===== config.mk =====
export PLATFORM = sky130hd
export DESIGN_NAME = instr_decode_reg
export DESIGN_NICKNAME = d
export VERILOG_FILES = /design/src/rtl/decode_pkg.sv /design/src/rtl/instr_skid_buf.sv /design/src/rtl/instr_decode_reg.sv
export SDC_FILE = /design/constraint.sdc
export NUM_CORES = 1
export LEC_CHECK = 0
export ABC_AREA = 1
export BUFFER_PORTS_ARGS = -buffer_cell sky130_fd_sc_hd__clkbuf_2
export CAP_MARGIN = 20
export CORE_MARGIN = 2
export CORE_UTILIZATION = 55
export CTS_CLUSTER_DIAMETER = 60
export DETAILED_ROUTE_END_ITERATION = 10
export GPL_TIMING_DRIVEN = 0
export PLACE_DENSITY = 0.81
export SLEW_MARGIN = 10
export SYNTH_ARGS = -nofsm -noshare
export SYNTH_HDL_FRONTEND = slang
export SYNTH_SLANG_ARGS = --single-unit

===== constraint.sdc =====
create_clock -name clk -period 5.9 [get_ports clk]
set_clock_uncertainty 0.15 [all_clocks]
set_input_delay 0.59 -clock clk [delete_from_list [all_inputs] [get_ports clk]]
set_output_delay 0.59 -clock clk [all_outputs]
set_load 0.02 [all_outputs]

===== src/rtl/decode_pkg.sv =====
// Shared decode constants: instruction field positions, buffer depth and PC offset.
// Also used by the control unit and the immediate-extension stage.
package decode_pkg;

   localparam int COND_HI   = 31;
   localparam int COND_LO   = 28;
   localparam int OP_HI     = 27;
   localparam int OP_LO     = 26;
   localparam int FUNCT_HI  = 25;
   localparam int FUNCT_LO  = 20;
   localparam int RN_HI     = 19;
   localparam int RN_LO     = 16;
   localparam int RD_HI     = 15;
   localparam int RD_LO     = 12;
   localparam int IMM_HI    = 11;
   localparam int IMM_LO    = 0;

   localparam int DEPTH     = 2;
   localparam int PC_OFFSET = 8;

   typedef struct packed {
      logic [3:0]  cond;
      logic [1:0]  op;
      logic [5:0]  funct;
      logic [3:0]  rn;
      logic [3:0]  rd;
      logic [11:0] imm12;
   } fields_t;

   function automatic fields_t slice_fields(input logic [31:0] instr);
      fields_t f;
      f.cond  = instr[COND_HI:COND_LO];
      f.op    = instr[OP_HI:OP_LO];
      f.funct = instr[FUNCT_HI:FUNCT_LO];
      f.rn    = instr[RN_HI:RN_LO];
      f.rd    = instr[RD_HI:RD_LO];
      f.imm12 = instr[IMM_HI:IMM_LO];
      return f;
   endfunction

endpackage


===== src/rtl/instr_skid_buf.sv =====
// Small FIFO skid buffer: DEPTH entries of WIDTH bits with pointer and occupancy tracking.
// Flush empties the buffer and takes priority over any push or pop in the same cycle.
module instr_skid_buf #(
   parameter int WIDTH = 64,
   parameter int DEPTH = 2,
   parameter int CNT_W = $clog2(DEPTH + 1)
) (
   input  logic             clk,
   input  logic             reset_n,
   input  logic             flush,
   input  logic             push,
   input  logic             pop,
   input  logic [WIDTH-1:0] wr_data,
   output logic [WIDTH-1:0] rd_data,
   output logic [CNT_W-1:0] count,
   output logic             full,
   output logic             empty
);

   localparam int PTR_W = (DEPTH > 1) ? $clog2(DEPTH) : 1;

   logic [WIDTH-1:0] mem_r [DEPTH];
   logic [PTR_W-1:0] wr_ptr_r;
   logic [PTR_W-1:0] rd_ptr_r;
   logic [CNT_W-1:0] count_r;
   logic             do_push_s;
   logic             do_pop_s;

   function automatic logic [PTR_W-1:0] next_ptr(input logic [PTR_W-1:0] p);
      if (p == PTR_W'(DEPTH - 1)) begin
         return '0;
      end else begin
         return p + PTR_W'(1);
      end
   endfunction

   assign full      = (count_r == CNT_W'(DEPTH));
   assign empty     = (count_r == '0);
   assign do_push_s = push && !full && !flush;
   assign do_pop_s  = pop && !empty && !flush;
   assign rd_data   = mem_r[rd_ptr_r];
   assign count     = count_r;

   // Entry storage; contents are only observed while count is non-zero.
   always_ff @(posedge clk) begin
      if (do_push_s) begin
         mem_r[wr_ptr_r] <= wr_data;
      end
   end

   // Pointer and occupancy state.
   always_ff @(posedge clk or negedge reset_n) begin
      if (!reset_n) begin
         wr_ptr_r <= '0;
         rd_ptr_r <= '0;
         count_r  <= '0;
      end else if (flush) begin
         wr_ptr_r <= '0;
         rd_ptr_r <= '0;
         count_r  <= '0;
      end else begin
         if (do_push_s) begin
            wr_ptr_r <= next_ptr(wr_ptr_r);
         end
         if (do_pop_s) begin
            rd_ptr_r <= next_ptr(rd_ptr_r);
         end
         case ({do_push_s, do_pop_s})
            2'b10:   count_r <= count_r + CNT_W'(1);
            2'b01:   count_r <= count_r - CNT_W'(1);
            default: count_r <= count_r;
         endcase
      end
   end

endmodule


===== src/rtl/instr_decode_reg.sv =====
// Decode pipeline register: buffers fetched instructions and presents the head entry's
// decoded fields and PC+8 to execute. Outputs come only from stored state.
module instr_decode_reg #(
   parameter int DATA_W = 32,
   parameter int DEPTH  = decode_pkg::DEPTH
) (
   input  logic              clk,
   input  logic              reset_n,
   input  logic              in_valid,
   output logic              in_ready,
   input  logic [DATA_W-1:0] in_instr,
   input  logic [DATA_W-1:0] in_pc,
   input  logic              flush,
   output logic              out_valid,
   input  logic              out_ready,
   output logic [3:0]        out_cond,
   output logic [1:0]        out_op,
   output logic [5:0]        out_funct,
   output logic [3:0]        out_rn,
   output logic [3:0]        out_rd,
   output logic [11:0]       out_imm12,
   output logic [DATA_W-1:0] out_pc_plus8,
   output logic [1:0]        out_count
);

   import decode_pkg::*;

   localparam int CNT_W = $clog2(DEPTH + 1);

   logic [2*DATA_W-1:0] head_s;
   logic [DATA_W-1:0]   head_instr_s;
   logic [DATA_W-1:0]   head_pc_s;
   logic [CNT_W-1:0]    count_s;
   logic                full_s;
   logic                empty_s;
   logic                push_s;
   logic                pop_s;
   logic                rdy_en_r;
   fields_t             fields_s;
   logic [DATA_W-1:0]   pc8_s;

   // Holds in_ready low during reset and releases it on the first edge afterwards.
   always_ff @(posedge clk or negedge reset_n) begin
      if (!reset_n) begin
         rdy_en_r <= 1'b0;
      end else begin
         rdy_en_r <= 1'b1;
      end
   end

   assign in_ready  = rdy_en_r && !full_s && !flush;
   assign out_valid = !empty_s;
   assign push_s    = in_valid && in_ready;
   assign pop_s     = out_valid && out_ready;

   instr_skid_buf #(
      .WIDTH (2 * DATA_W),
      .DEPTH (DEPTH),
      .CNT_W (CNT_W)
   ) u_buf (
      .clk     (clk),
      .reset_n (reset_n),
      .flush   (flush),
      .push    (push_s),
      .pop     (pop_s),
      .wr_data ({in_pc, in_instr}),
      .rd_data (head_s),
      .count   (count_s),
      .full    (full_s),
      .empty   (empty_s)
   );

   assign head_instr_s = head_s[DATA_W-1:0];
   assign head_pc_s    = head_s[2*DATA_W-1:DATA_W];

   // Field slicing and PC adder; everything is forced to zero while the buffer is empty.
   always_comb begin
      fields_s = '0;
      pc8_s    = '0;
      if (!empty_s) begin
         fields_s = slice_fields(head_instr_s[31:0]);
         pc8_s    = head_pc_s + DATA_W'(PC_OFFSET);
      end else begin
         fields_s = '0;
         pc8_s    = '0;
      end
   end

   assign out_cond     = fields_s.cond;
   assign out_op       = fields_s.op;
   assign out_funct    = fields_s.funct;
   assign out_rn       = fields_s.rn;
   assign out_rd       = fields_s.rd;
   assign out_imm12    = fields_s.imm12;
   assign out_pc_plus8 = pc8_s;
   assign out_count    = 2'(count_s);

endmodule


==> results of run 1 <==
## state kept, by name, summed over array words and instances (netlist names)
register	flops
rdy_en_r	1
u_buf.count	2
u_buf.mem_r	128
u_buf.rd_ptr_r	1
u_buf.wr_ptr_r	1
## cells by family after synthesis
kind of cell	count (synthesis)
AOI/OAI and AO/OA	58
xor gates and xnor gates	1
muxes	1
and+or+nand+nor	395
buffers and inverters	80
other	1
adders and majority gates	1
DFF	133
## placed cells by master, fill, tap and decap left out, types with 3 or more instances in the layout
cell and n:
nand3_1 20, edfxtp_1 128, dfrtp_1 5, clkinvlp_4 3, a21oi_1 45, nand2_1 261
inv_2 6, clkinv_2 4, clkbuf_16 17, nand2_2 24, nor2_1 66, clkbuf_1 5
o21ai_0 8, nor2_2 11, nor2_4 7, buf_6 5, clkbuf_2 136, buf_2 10
inv_1 52
## stage by stage
stage	setup slack, ns	std cells	utilization (%)	instance area (um2)	hold WS, ns
floorplan	1.73	670	-	6350	0.144
global route	2.34	985	69.7	7890	0.204
detailed placement	3.02	953	64.6	7320	0.266
CTS	2.59	985	69.7	7890	0.211
finish	2.54	985	69.7	7890	0.222
global placement	0.269	949	63.6	7210	0.262
## power by group
| part | total, mW | internal [mW] | switching (mW) |
|---|---|---|---|
| Clock | 0.996 | 0.615 | 0.380 |
| Combinational | 1.14 | 0.331 | 0.804 |
| Sequential | 1.10 | 1.08 | 0.0201 |
| Total | 3.24 | 2.03 | 1.20 |
## per-layer routing
layer  up-vias  wire (um)  global-route usage [%]
li1       2495          -                       -
met1      2375       6340                    30.0
met2       176       7590                    43.3
met3        20       1050                    7.68
met4         0        170                    6.83
met5         -          0                       0
## area by class of cell
type	count	area (um2)
Sequential cell	133	3970
Clock buffer	17	425
Tap cell	143	179
Timing Repair Buffer	141	786
Buffer	22	148
Multi-Input combinational cell	457	2030
Clock inverter	14	136
Inverter	58	218
Fill cell	876	3430
## critical path, cell delays in order (launching register included)
cell      delay (ns)
dfrtp_1         0.41
inv_2           0.09
buf_6           0.16
nand2_1         0.10
o21ai_4         0.09
ha_1            0.20
nand2_2         0.08
nor2_1          0.22
nand3_1         0.21
nor2_1          0.17
nor2_1          0.05
nor2_1          0.20
clkbuf_2        0.21
## how the worst max path moves through the flow
| stage | from | endpoint | slack [ns] | depth (start not counted) |
|---|---|---|---|---|
| after floorplan | flush | u_buf.mem_r[0][0]$_DFFE_PP_ | 1.73 | 3 |
| after global placement | flush | u_buf.mem_r[0][38]$_DFFE_PP_ | 0.27 | 4 |
| after detailed placement | u_buf.rd_ptr_r$_DFFE_PN0P_ | out_pc_plus8[21] | 3.02 | 12 |
| after CTS | u_buf.rd_ptr_r$_DFFE_PN0P_ | out_pc_plus8[21] | 2.59 | 12 |
| after global routing | u_buf.rd_ptr_r$_DFFE_PN0P_ | out_pc_plus8[19] | 2.34 | 14 |
| final | u_buf.rd_ptr_r$_DFFE_PN0P_ | out_pc_plus8[21] | 2.54 | 12 |
==> impl_metrics.env, run 1 <==
export IMPL_place_congestion=0.902
export IMPL_synth_commonest_cells="261 x nand2_1, 128 x edfxtp_1, 68 x nor2_1"
export IMPL_die_h_um=111
export IMPL_clock_sinks=133
export IMPL_synth_adder_area_share_pct=0.197
export IMPL_drc_errors=0
export IMPL_yosysUniqueCellTypes=31
export IMPL_finalCritPeriodShare_pct=56.9
export IMPL_syn_area_um2=6350
export IMPL_synth_most_common_cell="nand2_1"
export IMPL_synth_seq_cells=133
export IMPL_regToRegStartpoint="u_buf.count[0]$_DFFE_PN0P_"
export IMPL_grt_total_usage_pct=24.8
export IMPL_finalPower_mw=3.24
export IMPL_powerDensity_nw_per_um2=410
export IMPL_clk_pin_slew_worst_paths_ns=0.06
export IMPL_numCtsBuffers=17
export IMPL_synth_nets=740
export IMPL_core_um2=11300
export IMPL_synth_top_cell_area_share_pct=60.6
export IMPL_worst_pin_slew_ns=0.904
export IMPL_slew_headroom_pct=39.6
export IMPL_drtPass1Iterations=6
export IMPL_synth_warnings=0
export IMPL_leakage_nw=3.49
export IMPL_critPathKind="reg -> out"
export IMPL_setup_viol=0
export IMPL_syn_inst=670
export IMPL_synthArstFlopShare_pct=3.76
export IMPL_cts_max_level=4
export IMPL_min_from="in_pc[9]"
export IMPL_cts_tree="yes"
export IMPL_max_cap_violations=0
export IMPL_start_util_pct=56.1
export IMPL_fin_crit_ns=3.36
export IMPL_finalHoldViolCount=0
export IMPL_layout_drive_gt1_share_pct=28.4
export IMPL_grt_pass1_vias=5088
export IMPL_ioPinCount=137
export IMPL_portBuffers=136
export IMPL_clk_path_buf_depth=2
export IMPL_synthMuxAreaShare_pct=0.158
export IMPL_cts_resized=0
export IMPL_dieArea_um2=12400
export IMPL_synth_top_area_cell="edfxtp_1"
export IMPL_synth_top_family_by_area="simple AND/OR/NAND/NOR gates"
export IMPL_post_synth_cell_area_avg_um2=9.47
export IMPL_die_width_um=111
export IMPL_end_kind="primary output"
export IMPL_yosys_area_share_xor_xnor_pct=0.138
export IMPL_cts_hold_buf=1
export IMPL_grt_pass1_wl_um=24200
export IMPL_gr_total_overflow=0
export IMPL_ys_flop_type="edfxtp_1"
export IMPL_yosysSeqAreaShare_pct=62.5
export IMPL_num_vias=5066
export IMPL_antenna_found_initial=0
export IMPL_ant_nets=0
export IMPL_synth_compound_area_share_pct=4.89
export IMPL_tns_ns=0
export IMPL_maxSlewViolCount=0
export IMPL_syn2layout_area_growth_pct=24.3
export IMPL_min_to="u_buf.mem_r[0][41]$_DFFE_PP_"
export IMPL_synth_edf_count=128
export IMPL_path_max_fanout=10
export IMPL_min_path_cells=1
export IMPL_cp_data_required_time_ns=5.16
export IMPL_fin_nets=900
export IMPL_grt_max_degree=32
export IMPL_critPathArrivalTime_ns=2.62
export IMPL_routed_wl_um=15200
export IMPL_reg2reg_depth=6
export IMPL_synthSimpleGateAreaFrac_pct=26.3
export IMPL_antennaDiodeCount=0
export IMPL_start_kind="flip-flop"
export IMPL_post_cts_setup_buffers=0
export IMPL_r2r_slack_ns=3.33
export IMPL_hpwl_um=11100
export IMPL_drt_initial_drc_count=389
export IMPL_grt_setup_unrepaired="no"
export IMPL_wl_per_cell_um=15.4
export IMPL_cts_root_buffer_cell="clkbuf_16"
export IMPL_worstSkewPairLatency_ns=0.40
export IMPL_fp_row_count=39
export IMPL_synth_area_top_cells="edfxtp_1 61%, nand2_1 15%, nor2_1 4.0%, a21oi_1 3.5%, inv_1 3.1%"
export IMPL_max_vdd_ir_drop_mv=0.360
export IMPL_viasPerCell=5.14
export IMPL_hold_class="in -> reg"
export IMPL_r2r_end="u_buf.mem_r[0][3]$_DFFE_PP_"
export IMPL_max_freq_mhz=298
export IMPL_outcome="finished, final reports clean"
No activity file was read; power rests on OpenSTA's default activity.
==> inputs of run 2 (changes only) <==
Settings changed: ABC_AREA 1 to 0, CORE_UTILIZATION 55 to 54, PLACE_DENSITY 0.81 to 0.8.
Clock period 5.9 ns to 3.2 ns, I/O delays scaled along.
==> impl_metrics.env, run 2 <==
export IMPL_ioPinCount=137
export IMPL_finalCritPeriodShare_pct=104
export IMPL_largest_reg_flops=128
export IMPL_grt_setup_unrepaired="yes"
export IMPL_synthMuxAreaShare_pct=10.9
export IMPL_fin_nets=745
export IMPL_synth_nets=488
export IMPL_numCtsBuffers=17
export IMPL_grt_pass1_vias=4807
export IMPL_syn2layout_area_growth_pct=46.3
export IMPL_mostFrequentLayoutCell="edfxtp_1"
export IMPL_start_util_pct=54.8
export IMPL_design_area_um2=8620
export IMPL_max_cap_violations=0
export IMPL_cts_max_level=4
export IMPL_place_inst=697
export IMPL_synth_area_top_cells="edfxtp_1 65%, mux2i_1 9.5%, nor2_1 3.9%, dfrtp_1 2.1%, xnor2_1 2.1%"
export IMPL_powerDensity_nw_per_um2=479
export IMPL_fin_util_pct=80.2
export IMPL_critPathArrivalTime_ns=2.87
export IMPL_max_flop_register="u_buf.mem_r"
export IMPL_synth_top_area_cell="edfxtp_1"
export IMPL_cp_slowest_cell="dfrtp_2"
export IMPL_portBuffers=136
export IMPL_place_congestion=0.922
export IMPL_end_kind="primary output"
export IMPL_synth_warnings=0
export IMPL_multi_input_area_um2=2000
export IMPL_synthArstFlopShare_pct=3.76
export IMPL_dieArea_um2=11800
export IMPL_fin_crit_ns=3.34
export IMPL_drc_errors=0
export IMPL_antenna_found_initial=0
export IMPL_hold_class="in -> reg"
export IMPL_num_vias=4772
export IMPL_hpwl_um=9310
export IMPL_die_h_um=108
export IMPL_synth_top_family_by_area="simple AND/OR/NAND/NOR gates"
export IMPL_clock_sinks=133
export IMPL_drtPass1Iterations=5
export IMPL_fin_ws_ns=-0.135
export IMPL_ant_nets=0
export IMPL_slew_headroom_pct=54.2
export IMPL_synth_adder_area_share_pct=0.212
export IMPL_worstSkewPairLatency_ns=0.52
export IMPL_grt_pass1_wl_um=23600
export IMPL_yosys_area_share_xor_xnor_pct=2.68
export IMPL_cts_root_buffer_cell="clkbuf_8"
export IMPL_syn_area_um2=5890
export IMPL_cp_data_required_time_ns=2.73
export IMPL_layout_drive_gt1_share_pct=35.8
export IMPL_gr_total_overflow=0
export IMPL_routed_wl_um=16300
export IMPL_post_synth_cell_area_avg_um2=14.1
export IMPL_max_freq_mhz=300
export IMPL_yosysUniqueCellTypes=51
export IMPL_start_kind="flip-flop"
export IMPL_viasPerCell=5.76
export IMPL_synth_seq_cells=133
export IMPL_worst_pin_slew_ns=0.688
export IMPL_placed_area_um2=6840
export IMPL_synth_commonest_cells="128 x edfxtp_1, 61 x nor2_1, 56 x mux2i_1"
export IMPL_final_cell_mix="128 x edfxtp_1, 115 x clkbuf_2, 69 x dlygate4sd3_1"
export IMPL_clk_path_buf_depth=2
export IMPL_synth_edf_count=128
export IMPL_cp_common_cell="buf_12"
export IMPL_path_max_fanout=4
export IMPL_grt_max_degree=51
export IMPL_leakage_nw=3.27
export IMPL_seqCellArea_um2=3970
export IMPL_synth_most_common_cell="edfxtp_1"
export IMPL_setup_viol=10
export IMPL_maxSlewViolCount=0
export IMPL_die_width_um=108
export IMPL_clk_pin_slew_worst_paths_ns=0.06
export IMPL_cts_tree="yes"
export IMPL_violations="setup timing"
export IMPL_ys_flop_type="edfxtp_1"
export IMPL_antennaDiodeCount=0
export IMPL_crit_chain="buf_8 > buf_12 > buf_12 > mux2_4 > ha_4 > a21boi_4 > nand4_1 > a211o_1 > a211oi_2 > buf_4"
export IMPL_drt_initial_drc_count=385
export IMPL_synth_compound_area_share_pct=4.86
export IMPL_finalPower_mw=4.13
export IMPL_grt_total_usage_pct=27.0
export IMPL_instances_no_fill=828
export IMPL_synth_top_cell_area_share_pct=65.3
export IMPL_num_fill_cells=586
export IMPL_max_stage_delay_ns=0.43
export IMPL_fp_row_count=38
export IMPL_critPathKind="reg -> out"
export IMPL_finalHoldViolCount=0
export IMPL_synthSimpleGateAreaFrac_pct=12.2
export IMPL_core_um2=10700
export IMPL_outcome="complete, but fails checks"
export IMPL_yosysSeqAreaShare_pct=67.4
export IMPL_dp_slack_ns=-0.824
export IMPL_max_vdd_ir_drop_mv=0.434
export IMPL_syn_inst=418
export IMPL_wl_per_cell_um=19.7
## run 2: final cells by class
cell class	count	share of cell area (%)
clock inverters	12	1.03
plain buffers	17	1.63
flip-flops and latches	133	46.1
multi-input cells	263	23.2
clock buffers	20	4.94
inverters	3	0.131
well taps	140	2.03
repair buffers	240	20.9
## run 2: stage by stage
| step | hold slack (ns) | TNS (ns) |
|---|---|---|
| 5_1_grt | 0.0515 | -1.98 |
| 4_1_cts | 0.00267 | -0.181 |
| 6_report | 0.0175 | -0.609 |
| 3_3_place_gp | -0.00965 | -5.50 |
| 3_5_place_dp | -0.00375 | -5.95 |
| 2_1_floorplan | -0.126 | 0 |
## run 2: repair_timing
item,in CTS,in global routing
resized for setup,41,63
endpoints found under the setup margin,56,23
pin swaps,11,19
setup buffers,17,13
endpoints found under the hold margin,137,0
hold buffers,69,0
gates cloned,0,2
## run 2: final timing paths
kind	startpoint	endpoint	slack [ns]	cells past startpoint
max	u_buf.rd_ptr_r$_DFFE_PN0P_	out_pc_plus8[25]	-0.14	10
min	in_valid	u_buf.wr_ptr_r$_DFFE_PN0P_	0.02	3
max reg2reg	u_buf.count[1]$_DFFE_PN0P_	u_buf.mem_r[0][17]$_DFFE_PP_	0.71	6
min reg2reg	u_buf.wr_ptr_r$_DFFE_PN0P_	u_buf.wr_ptr_r$_DFFE_PN0P_	0.44	1
max in group asynchronous	reset_n	u_buf.rd_ptr_r$_DFFE_PN0P_	2.12	3
min in group asynchronous	reset_n	u_buf.count[0]$_DFFE_PN0P_	0.57	3
## run 2: per-layer routing
metal	global-route usage (%)	wire (um)	part of all wire, %	vias to the layer above
met4	12.5	590	3.6	0
met3	7.84	1290	7.9	65
li1	-	-	-	2117
met1	31.6	6170	38	2265
met5	0	0	0	-
met2	46.0	8250	51	325
## run 2: worst max-delay path, delay by kind of cell, from the launching register on
family / cells / cell delay (ns)
AOI/OAI and AO/OA: 3 / 0.82
adders and majority gates: 1 / 0.12
buffers and inverters: 4 / 0.58
DFF: 1 / 0.43
muxes: 1 / 0.20
and+or+nand+nor: 1 / 0.19
## run 2: power by group
group | switching, mW | total (mW) | internal (mW) | leakage, nW
combinational | 0.240 | 0.452 | 0.212 | 1.78
clock | 0.690 | 1.70 | 1.01 | 0.257
sequential | 0.0195 | 1.97 | 1.95 | 1.23
## run 2: cells by family after synthesis
group	after synthesis
compound gates	41
flops	133
other cells	1
xor+xnor	18
buf+inv	22
fa+ha+maj	1
mux	63
simple gates	139
